## src/rtl/clk_freq_duty_meter.sv

```systemverilog
// clk_freq_duty_meter
// Measures the rise-to-rise period and the high time of an asynchronous
// clock-like input in sampling-clock cycles. A restoring divider turns each
// measurement into an integer duty-cycle percentage.
//
// Ports
//   clk        : sampling clock (must run at least 2x faster than sig_in)
//   rst        : synchronous active-high reset
//   sig_in     : asynchronous signal under measurement
//   period     : last rise-to-rise interval in clk cycles
//   high_time  : clk cycles the synchronized input was high in that interval
//   meas_valid : one-cycle pulse when period/high_time update
//   duty_pct   : floor(high_time*100/period), 0..100
//   duty_valid : one-cycle pulse when duty_pct updates
//   busy       : divider running
//   overrun    : sticky; a measurement completed while the divider was busy
//   no_sig     : no rising edge seen for 2^CNT_W-1 cycles
module clk_freq_duty_meter #(
    parameter int unsigned CNT_W       = 16,
    parameter int unsigned SYNC_STAGES = 2
) (
    input  logic             clk,
    input  logic             rst,
    input  logic             sig_in,
    output logic [CNT_W-1:0] period,
    output logic [CNT_W-1:0] high_time,
    output logic             meas_valid,
    output logic [6:0]       duty_pct,
    output logic             duty_valid,
    output logic             busy,
    output logic             overrun,
    output logic             no_sig
);

    localparam int unsigned NUM_W  = CNT_W + 7;
    localparam int unsigned ITER_W = $clog2(NUM_W + 1);
    // Last count value before a counter would hit all-ones; reaching it
    // without an edge is the timeout, so counters never wrap.
    localparam logic [CNT_W-1:0] CNT_LAST = {{(CNT_W-1){1'b1}}, 1'b0};
    localparam logic [6:0]       PCT      = 7'd100;

    typedef enum logic {
        IDLE,
        MEASURE
    } meas_state_t;

    typedef enum logic [1:0] {
        DIV_IDLE,
        DIV_RUN,
        DIV_DONE
    } div_state_t;

    logic [SYNC_STAGES-1:0] sync_q;
    logic                   sig_s;
    logic                   sig_d;
    logic                   rise;
    logic                   meas_done;

    meas_state_t            m_state;
    logic [CNT_W-1:0]       per_cnt;
    logic [CNT_W-1:0]       hi_cnt;

    div_state_t             d_state;
    logic [NUM_W-1:0]       quo;
    logic [CNT_W-1:0]       rem;
    logic [CNT_W-1:0]       dvsr;
    logic [ITER_W-1:0]      iter;
    logic [CNT_W:0]         rem_sh;
    logic [CNT_W:0]         rem_diff;
    logic                   q_bit;
    logic [NUM_W-1:0]       num_new;

    // Input synchronizer and one-cycle delay for rising-edge detection
    always_ff @(posedge clk) begin
        if (rst) begin
            sync_q <= '0;
            sig_d  <= 1'b0;
        end else begin
            sync_q <= {sync_q[SYNC_STAGES-2:0], sig_in};
            sig_d  <= sig_s;
        end
    end

    assign sig_s     = sync_q[SYNC_STAGES-1];
    assign rise      = sig_s & ~sig_d;
    assign meas_done = (m_state == MEASURE) && rise;

    // Measure FSM: counts the interval between successive rising edges
    always_ff @(posedge clk) begin
        if (rst) begin
            m_state    <= IDLE;
            per_cnt    <= '0;
            hi_cnt     <= '0;
            period     <= '0;
            high_time  <= '0;
            meas_valid <= 1'b0;
            no_sig     <= 1'b0;
        end else begin
            meas_valid <= 1'b0;
            case (m_state)
                IDLE: begin
                    // First edge only arms the counters; nothing to report yet
                    if (rise) begin
                        per_cnt <= CNT_W'(1);
                        hi_cnt  <= CNT_W'(1);
                        no_sig  <= 1'b0;
                        m_state <= MEASURE;
                    end
                end
                MEASURE: begin
                    if (rise) begin
                        period     <= per_cnt;
                        high_time  <= hi_cnt;
                        meas_valid <= 1'b1;
                        per_cnt    <= CNT_W'(1);
                        hi_cnt     <= CNT_W'(1);
                    end else if (per_cnt == CNT_LAST) begin
                        no_sig  <= 1'b1;
                        m_state <= IDLE;
                    end else begin
                        per_cnt <= per_cnt + CNT_W'(1);
                        hi_cnt  <= hi_cnt + CNT_W'(sig_s);
                    end
                end
                default: m_state <= IDLE;
            endcase
        end
    end

    // One restoring-division step: shift in the next numerator bit, subtract if it fits
    always_comb begin
        rem_sh   = {rem, quo[NUM_W-1]};
        rem_diff = rem_sh - {1'b0, dvsr};
        q_bit    = (rem_sh >= {1'b0, dvsr});
        num_new  = NUM_W'(hi_cnt) * NUM_W'(PCT);
    end

    // Divider FSM; operands are taken straight from the counters on the
    // measurement edge so the result lands CNT_W+8 cycles after meas_valid.
    always_ff @(posedge clk) begin
        if (rst) begin
            d_state    <= DIV_IDLE;
            quo        <= '0;
            rem        <= '0;
            dvsr       <= '0;
            iter       <= '0;
            duty_pct   <= '0;
            duty_valid <= 1'b0;
            busy       <= 1'b0;
            overrun    <= 1'b0;
        end else begin
            duty_valid <= 1'b0;
            case (d_state)
                DIV_RUN: begin
                    quo  <= {quo[NUM_W-2:0], q_bit};
                    rem  <= q_bit ? rem_diff[CNT_W-1:0] : rem_sh[CNT_W-1:0];
                    iter <= iter + ITER_W'(1);
                    if (iter == ITER_W'(NUM_W - 1)) begin
                        d_state <= DIV_DONE;
                    end
                end
                DIV_DONE: begin
                    duty_pct   <= quo[6:0];
                    duty_valid <= 1'b1;
                    busy       <= 1'b0;
                    d_state    <= DIV_IDLE;
                end
                default: ;
            endcase

            // A new measurement either starts a divide or is flagged as dropped
            if (meas_done) begin
                if (d_state == DIV_RUN) begin
                    overrun <= 1'b1;
                end else begin
                    quo     <= num_new;
                    rem     <= '0;
                    dvsr    <= per_cnt;
                    iter    <= '0;
                    busy    <= 1'b1;
                    d_state <= DIV_RUN;
                end
            end
        end
    end

endmodule

```

## config.mk

```make
export PLATFORM = sky130hd
export DESIGN_NAME = clk_freq_duty_meter
export DESIGN_NICKNAME = d
export VERILOG_FILES = /design/src/rtl/clk_freq_duty_meter.sv
export SDC_FILE = /design/constraint.sdc
export NUM_CORES = 1
export LEC_CHECK = 0
export CAP_MARGIN = 20
export CORE_MARGIN = 3
export CORE_UTILIZATION = 60
export DETAILED_ROUTE_END_ITERATION = 10
export PLACE_DENSITY = 0.84
export REMOVE_ABC_BUFFERS = 1
export SETUP_SLACK_MARGIN = 0.2
export SYNTH_ARGS = -nofsm -noshare
export SYNTH_HDL_FRONTEND = slang
export SYNTH_SLANG_ARGS = --single-unit
```

## constraint.sdc

```tcl
create_clock -name clk -period 4.75 [get_ports clk]
set_input_delay 1.425 -clock clk [delete_from_list [all_inputs] [get_ports clk]]
set_output_delay 1.425 -clock clk [all_outputs]
set_load 0.05 [all_outputs]
```

==> impl_summary.txt, run 1 <==
----------------------------------------------------
[Timing]
  Setup Viol. Count Final ... 0
  Time the final worst path needs with I/O delays and setup ... between 3 and 4 ns
  Total Neg Setup Slack ... 0 ns
  Share of the clock period used by the worst path after layout ... between 70% and 80%
  Max-slew violation count ... 0
  Max transition margin ... around 30%
  Top achievable clock speed ... 278.1 MHz
  Largest clock skew in the final design ... 0.008566 ns
  Hold Fails Final Rpt ... 0
  Slew of the pin with the lowest slew margin ... 1.036 ns
  RSZ-0062 raised after global routing ... no

[Outcome]
  Run status ... finished, final reports clean

[Drt]
  Average vias per placed instance ... between 5 and 6
  DR top layer ... met4
  Post-route DRC ... 0
  1st-iter DRT viols ... around 450
  Post-DR wirelength/cell ... 15.02 um
  Met1 layer wirelength in the final routing ... approximately 7700 um
  Via total after detailed routing ... 6642
  Met3 WL post-DR ... between 500 and 600 um
  Remaining antenna violation count ... 0
  Number of iterations in the first detailed-routing pass ... 5
  Total Routed Length ... 17550 um
  Wire length on met2 ... roughly 9000 um

[Place]
  Buffers added on ports ... 46
  RD Place Congestion ... between 0.9 and 1
  HPWL after detailed placement ... 12010 um

[Logic synthesis]
  Post-synth cell types ... 67
  Synthesis Warnings ... 0
  Register bit count reported by yosys ... 142
  Cell area after synthesis ... roughly 8000 um^2
  Primary flip-flop cell chosen by synthesis mapping ... sky130_fd_sc_hd__dfxtp_1
  Post-synthesis sequential area ratio ... around 36%
  Mean Syn Cell Area ... approximately 8.3 um^2
  Async set or reset register ratio after synthesis ... 0%
  Post-synth EDFFs ... 0
  Number of instances in the synthesized netlist ... between 900 and 1000

[Power]
  Net switching fraction of the power ... a little over a fifth
  Power density over cell area ... 286.1 nW/um^2
  Net Sw Power ... around 0.56 mW
  Proportion of power drawn by flip-flops and latches ... a little under half
  Share of power burned in the clock network ... 51.4%
  Worst-case vdd ir drop ... roughly 0.25 mV
  Logic gate share of total power ... under 10%
  Static leakage ... around 3.7 nW
  Pint ... between 2 and 2.5 mW

[Finish]
  Antenna diode instance count ... 0
  Signed area change from the synthesized netlist to the final layout ... 14.20%
  Most common cell after layout, fill and taps aside ... sky130_fd_sc_hd__nand2_1
  Share of cells above drive strength 1 ... under 10%
  Final cell utilization of the core ... around 70%
  Nets ... between 1000 and 1500
  Commonest cells after routing, fill and taps aside ... sky130_fd_sc_hd__nand2_1 (153), sky130_fd_sc_hd__dfxtp_1 (142), sky130_fd_sc_hd__a21oi_1 (105)

[Critical path]
  Worst setup EP type ... flop
  Arr. time, crit path ... just under 4 ns
  Timing startpoint of the critical path ... hi_cnt[9]
  Slowest library cell on the worst path ... sky130_fd_sc_hd__fa_1
  Worst path bufs/invs ... 2
  Most numerous cell on the critical path ... sky130_fd_sc_hd__ha_1
  CP endpoint ... quo[22]
  Crit Reg-Reg Startpoint ... hi_cnt[9]
  Crit Path Max Fanout ... 7
  Req. time, crit path ... roughly 5 ns
  Critical Path Stages ... 13
  Critical Path, Cell by Cell ... ha_1 > ha_1 > inv_1 > fa_1 > inv_1 > ha_1 > a21oi_1 > nand2_1 > o31ai_1 > o31ai_4 > a311oi_1 > xor2_1 > a211oi_1
  Setup slack of the worst register-to-register path ... 1.15 ns
  Worst reg2reg path endpoint ... quo[22]
  Crit path launch type ... flop
  Largest stage delay on the critical path ... roughly 0.5 ns
  Setup CP Type ... flop to flop
  Top cell family by delay on the critical path ... compound AO/OA/AOI/OAI gates
  Cells on worst reg2reg path ... 13

[Clock tree]
  Clock tree from TritonCTS ... built
  Bufs on Longest Clock Path ... 2
  Clock slew seen by the registers of the worst setup and hold paths ... about 0.06 ns
  Latest clock arrival within the worst-skew pair ... 0.43 ns
  CTS Root Buffer Type ... sky130_fd_sc_hd__clkbuf_16
  Number of buffers inserted by hold repair at cts ... 0
  TritonCTS Buffers ... 17
  Number of resized instances in the post-cts repair step ... 0
  Count of buffers added by post-CTS timing repair for setup ... 0
  H-tree levels ... 4
  # clock sinks ... approximately 140

[Floorplanning]
  Area inside the core boundary ... 12770 um^2
  DIE AREA ... ~15000 um^2
  Initial cell density of the core ... between 60 and 70%
  Die extent in y ... 121.2 um
  Cell row count ... between 40 and 50
  I/O pin count ... between 40 and 50
  Chip Width ... between 100 and 150 um

[Run]
  Max-Cap Viols ... 0

[GRT]
  Number of antenna violations at the first check in global routing ... 0
  First-pass GRT wire length ... roughly 30000 um
  Global-route usage over all layers ... ~25%
  Remaining global-route overflow ... 0
  Vias in the first global route ... 6406
  Maximum number of pins on one net before global-route repair ... 62

[Min path]
  HP Class ... flop to flop
  Min-Delay Path Depth ... 1
  Hold Startpoint ... sync_q[0]

----------------------------------------------------
## flip-flops by register name, indices dropped and copies added, names as in the netlist, 2 cells and up
| signal | cells |
|---|---|
| iter | 5 |
| d_state | 2 |
| period | 16 |
| sync_q | 2 |
| duty_pct | 7 |
| per_cnt | 16 |
| hi_cnt | 16 |
| quo | 23 |
| dvsr | 16 |
| high_time | 16 |
| rem | 16 |
## cells in the mapped netlist, drive strengths merged, types with 10 or more instances
master	n	area [um^2]
clkbuf	34	127.6
or3	10	62.56
nand4	13	87.58
a21o	10	75.07
nor2	76	287.8
dfxtp	142	2843
o21ai	25	125.1
a211oi	15	117.6
xor2	26	227.7
a21oi	105	525.5
buf	12	80.07
nand2	154	580.6
mux2i	23	230.2
fa	12	240.2
xnor2	20	175.2
nor2b	12	75.07
ha	77	963.4
nand3	18	90.09
inv	80	300.3
## per-layer routing
| layer | vias to the layer above | global-route usage [%] |
|---|---|---|
| li1 | 3325 | - |
| met1 | 3178 | 30.43 |
| met2 | 111 | 43.66 |
| met3 | 28 | 5.408 |
| met4 | 0 | 8.683 |
| met5 | - | 0 |
## cell families after synthesis
family	share of synthesized area [%]
AO/OA/AOI/OAI	16.11
XOR/XNOR	5.060
adder cells (fa/ha/maj)	15.12
buffers and inverters	6.380
flip-flops	35.70
multiplexers	2.891
AND/OR/NAND/NOR	18.75
## per-stage QoR
step	power [mW]	hold slack, ns	cells	setup slack [ns]	area [um^2]
after global placement	1.287	0.4295	1136	1.308	8498
final	2.601	0.4415	1168	1.154	9094
after CTS	2.623	0.4451	1168	1.146	9094
after global routing	2.683	0.4693	1168	0.8395	9094
after floorplan	1.257	0.4138	910	1.433	7755
after detailed placement	1.288	0.4310	1136	1.208	8498
## area by class of cell
type / instances / area [um^2]
multi-input cells: 688 / 4622
fillers: 937 / 3680
flip-flops and latches: 142 / 2843
repair buffers: 54 / 518.0
clock buffers: 24 / 491.7
inverters: 80 / 300.3
well taps: 172 / 215.2
clock inverters: 8 / 103.9
## worst min-delay path by stage
stage,slack [ns],to
floorplan,0.41,sync_q[1]
global placement,0.43,sync_q[1]
detailed placement,0.43,sync_q[1]
CTS,0.45,sync_q[1]
global route,0.47,sync_q[1]
finish,0.44,sync_q[1]
## power by group through the flow
| stage | logic [mW] | registers [mW] | clock network (mW) |
|---|---|---|---|
| 3_5_place_dp | 0.0596 | 1.23 | 0 |
| 3_3_place_gp | 0.0586 | 1.23 | 0 |
| 6_report | 0.0606 | 1.20 | 1.34 |
| 2_1_floorplan | 0.0290 | 1.23 | 0 |
| 5_1_grt | 0.0677 | 1.20 | 1.41 |
| 4_1_cts | 0.0604 | 1.20 | 1.36 |
Power figures use the tool's default switching activity.
==> inputs of run 2 (changes only) <==
--- a/config.mk
+++ b/config.mk
@@ -7,9 +7,9 @@
 export LEC_CHECK = 0
 export CAP_MARGIN = 20
 export CORE_MARGIN = 3
-export CORE_UTILIZATION = 60
+export CORE_UTILIZATION = 54
 export DETAILED_ROUTE_END_ITERATION = 10
-export PLACE_DENSITY = 0.84
+export PLACE_DENSITY = 0.8
 export REMOVE_ABC_BUFFERS = 1
 export SETUP_SLACK_MARGIN = 0.2
 export SYNTH_ARGS = -nofsm -noshare
==> constraint.sdc (replaced) <==
create_clock -name clk -period 3.2 [get_ports clk]
set_input_delay 0.96 -clock clk [delete_from_list [all_inputs] [get_ports clk]]
set_output_delay 0.96 -clock clk [all_outputs]
set_load 0.05 [all_outputs]
==> impl_summary.txt, run 2 (synthesized netlist as in run 1, its figures left out) <==
----------------------------------------------------
[Finish]
  Signed area change from the synthesized netlist to the final layout ... 24.84%
  Flip-flop count of the largest register after layout ... 23
  Nets ... around 1100
  Share of cells above drive strength 1 ... 16.52%
  Most common cell after layout, fill and taps aside ... sky130_fd_sc_hd__nand2_1
  Commonest cells after routing, fill and taps aside ... sky130_fd_sc_hd__nand2_1 (152), sky130_fd_sc_hd__dfxtp_1 (134), sky130_fd_sc_hd__a21oi_1 (97)
  Final standard cell area without fillers ... 9941 um^2
  Antenna diode instance count ... 0
  Register name with the most flops ... quo
  Final cell utilization of the core ... roughly 70%

[Drt]
  Total Routed Length ... around 20000 um
  Via total after detailed routing ... between 7000 and 8000
  Average vias per placed instance ... approximately 5.8
  Met1 layer wirelength in the final routing ... 8471 um
  1st-iter DRT viols ... between 500 and 600
  Wire length on met2 ... approximately 10000 um
  Met3 WL post-DR ... a little over 1000 um
  Post-DR wirelength/cell ... between 15 and 20 um
  Remaining antenna violation count ... 0
  Number of iterations in the first detailed-routing pass ... 6
  Post-route DRC ... 0
  DR top layer ... met4

[Timing]
  Final worst-path setup slack ... -0.1135 ns
  Hold Fails Final Rpt ... 0
  Share of the clock period used by the worst path after layout ... 103.5%
  Setup Viol. Count Final ... 5
  Max transition margin ... between 40% and 50%
  RSZ-0062 raised after global routing ... yes
  Top achievable clock speed ... ~300 MHz
  Slew of the pin with the lowest slew margin ... 0.8205 ns
  Time the final worst path needs with I/O delays and setup ... 3.313 ns
  Max-slew violation count ... 0
  Largest clock skew in the final design ... 0.006871 ns

[Floorplanning]
  Chip Width ... around 130 um
  Area inside the core boundary ... between 10000 and 15000 um^2
  Die extent in y ... about 130 um
  Cell row count ... 43
  DIE AREA ... between 15000 and 20000 um^2
  I/O pin count ... between 40 and 50
  Initial cell density of the core ... a little under three fifths

[Critical path]
  Worst path bufs/invs ... 0
  Setup CP Type ... flop to flop
  Most numerous cell on the critical path ... sky130_fd_sc_hd__ha_4
  Crit Path Max Fanout ... 4
  Largest stage delay on the critical path ... 0.54 ns
  Crit path launch type ... flop
  Slowest library cell on the worst path ... sky130_fd_sc_hd__fa_1
  Req. time, crit path ... 3.54 ns
  Setup slack of the worst register-to-register path ... -0.11 ns
  Critical Path, Cell by Cell ... ha_1 > ha_4 > fa_1 > ha_4 > a21oi_2 > nand4b_1 > and4b_2 > o31ai_4 > a2111oi_2 > a41o_1 > a211oi_2
  Top cell family by delay on the critical path ... adder cells
  Worst setup EP type ... flop
  Arr. time, crit path ... between 3 and 4 ns

[Clock tree]
  Clock tree from TritonCTS ... built
  CTS Root Buffer Type ... sky130_fd_sc_hd__clkbuf_16
  Latest clock arrival within the worst-skew pair ... approximately 0.42 ns
  Bufs on Longest Clock Path ... 2
  H-tree levels ... 4
  # clock sinks ... roughly 140
  Clock slew seen by the registers of the worst setup and hold paths ... roughly 0.060 ns
  TritonCTS Buffers ... 17

[Power]
  Static leakage ... approximately 3.9 nW
  Power density over cell area ... roughly 400 nW/um^2
  Worst-case vdd ir drop ... approximately 0.37 mV
  Overall power after layout ... around 4.0 mW

[Place]
  HPWL after detailed placement ... between 10000 and 15000 um
  Pre-CTS setup slack ... -0.2737 ns
  RD Place Congestion ... between 0.8 and 0.9
  Buffers added on ports ... 46
  Placed Instance Area ... 8783 um^2

[GRT]
  Maximum number of pins on one net before global-route repair ... 90
  Remaining global-route overflow ... 0
  Vias in the first global route ... approximately 7000
  First-pass GRT wire length ... 32200 um
  Number of antenna violations at the first check in global routing ... 0
  Global-route usage over all layers ... 24.09%

[Min path]
  HP Class ... flop to flop

[Outcome]
  Run status ... finished with violations
  Violations in the final reports ... setup timing

[Run]
  Max-Cap Viols ... 0

----------------------------------------------------
run 2: worst paths after layout:
kind / from / cells past startpoint / end
min: sync_q[0] / 1 / sync_q[1]
max: hi_cnt[2] / 11 / quo[20]
max reg2reg: hi_cnt[2] / 11 / quo[20]
min reg2reg: sync_q[0] / 1 / sync_q[1]
run 2: repair_timing:
action | CTS | global route
buffers inserted | 7 | 3
pin swaps | 29 | 24
gates resized for setup | 63 | 28
hold buffers | 0 | 0
endpoints found under the setup margin | 11 | 13
run 2: layout make-up:
type                       instances  area [um^2]
inverter                          80        300.3
clock inverter                    15        193.9
tap                              180        225.2
multi-input combinational        688         5045
timing repair buffer              99        883.3
fill                            1024         4209
clock buffer                      17        425.4
sequential                       142         2868
run 2: metrics by stage:
| stage | setup TNS, ns | std cells | hold WS (ns) |
|---|---|---|---|
| detailed placement | -0.8098 | 1179 | 0.4266 |
| CTS | 0 | 1218 | 0.4536 |
| finish | -0.4730 | 1221 | 0.4479 |
| floorplan | -0.2127 | 910 | 0.4138 |
| global placement | -0.2224 | 1179 | 0.4247 |
| global route | -0.7827 | 1221 | 0.4688 |
run 2: routing by layer:
metal  global-route usage [%]  vias up
met5                        0        -
met2                    42.80      230
met4                    9.527        0
li1                         -     3413
met3                    5.435       67
met1                    28.06     3328
run 2: report_power, final:
part / switching, mW / leakage [nW] / internal (mW) / total (mW)
clock network: 0.784 / 0.299 / 1.30 / 2.09
logic: 0.0705 / 2.41 / 0.0283 / 0.0988
registers: 0.00848 / 1.15 / 1.77 / 1.78
run 2: worst reg2reg max path: stages, from the launching register on:
cell                        delay, ns
sky130_fd_sc_hd__dfxtp_2         0.39
sky130_fd_sc_hd__ha_1            0.25
sky130_fd_sc_hd__ha_4            0.23
sky130_fd_sc_hd__fa_1            0.54
sky130_fd_sc_hd__ha_4            0.33
sky130_fd_sc_hd__a21oi_2         0.06
sky130_fd_sc_hd__nand4b_1        0.25
sky130_fd_sc_hd__and4b_2         0.34
sky130_fd_sc_hd__o31ai_4         0.31
sky130_fd_sc_hd__a2111oi_2       0.13
sky130_fd_sc_hd__a41o_1          0.23
sky130_fd_sc_hd__a211oi_2        0.18
==> inputs of run 3 (changes only) <==
--- a/config.mk
+++ b/config.mk
@@ -8,6 +8,7 @@
 export CAP_MARGIN = 20
 export CORE_MARGIN = 3
 export CORE_UTILIZATION = 54
+export CTS_CLUSTER_SIZE = 8
 export DETAILED_ROUTE_END_ITERATION = 10
 export PLACE_DENSITY = 0.8
 export REMOVE_ABC_BUFFERS = 1
==> results of run 3 <==
The final DEF is identical to that of run 2; final timing and power are the same.
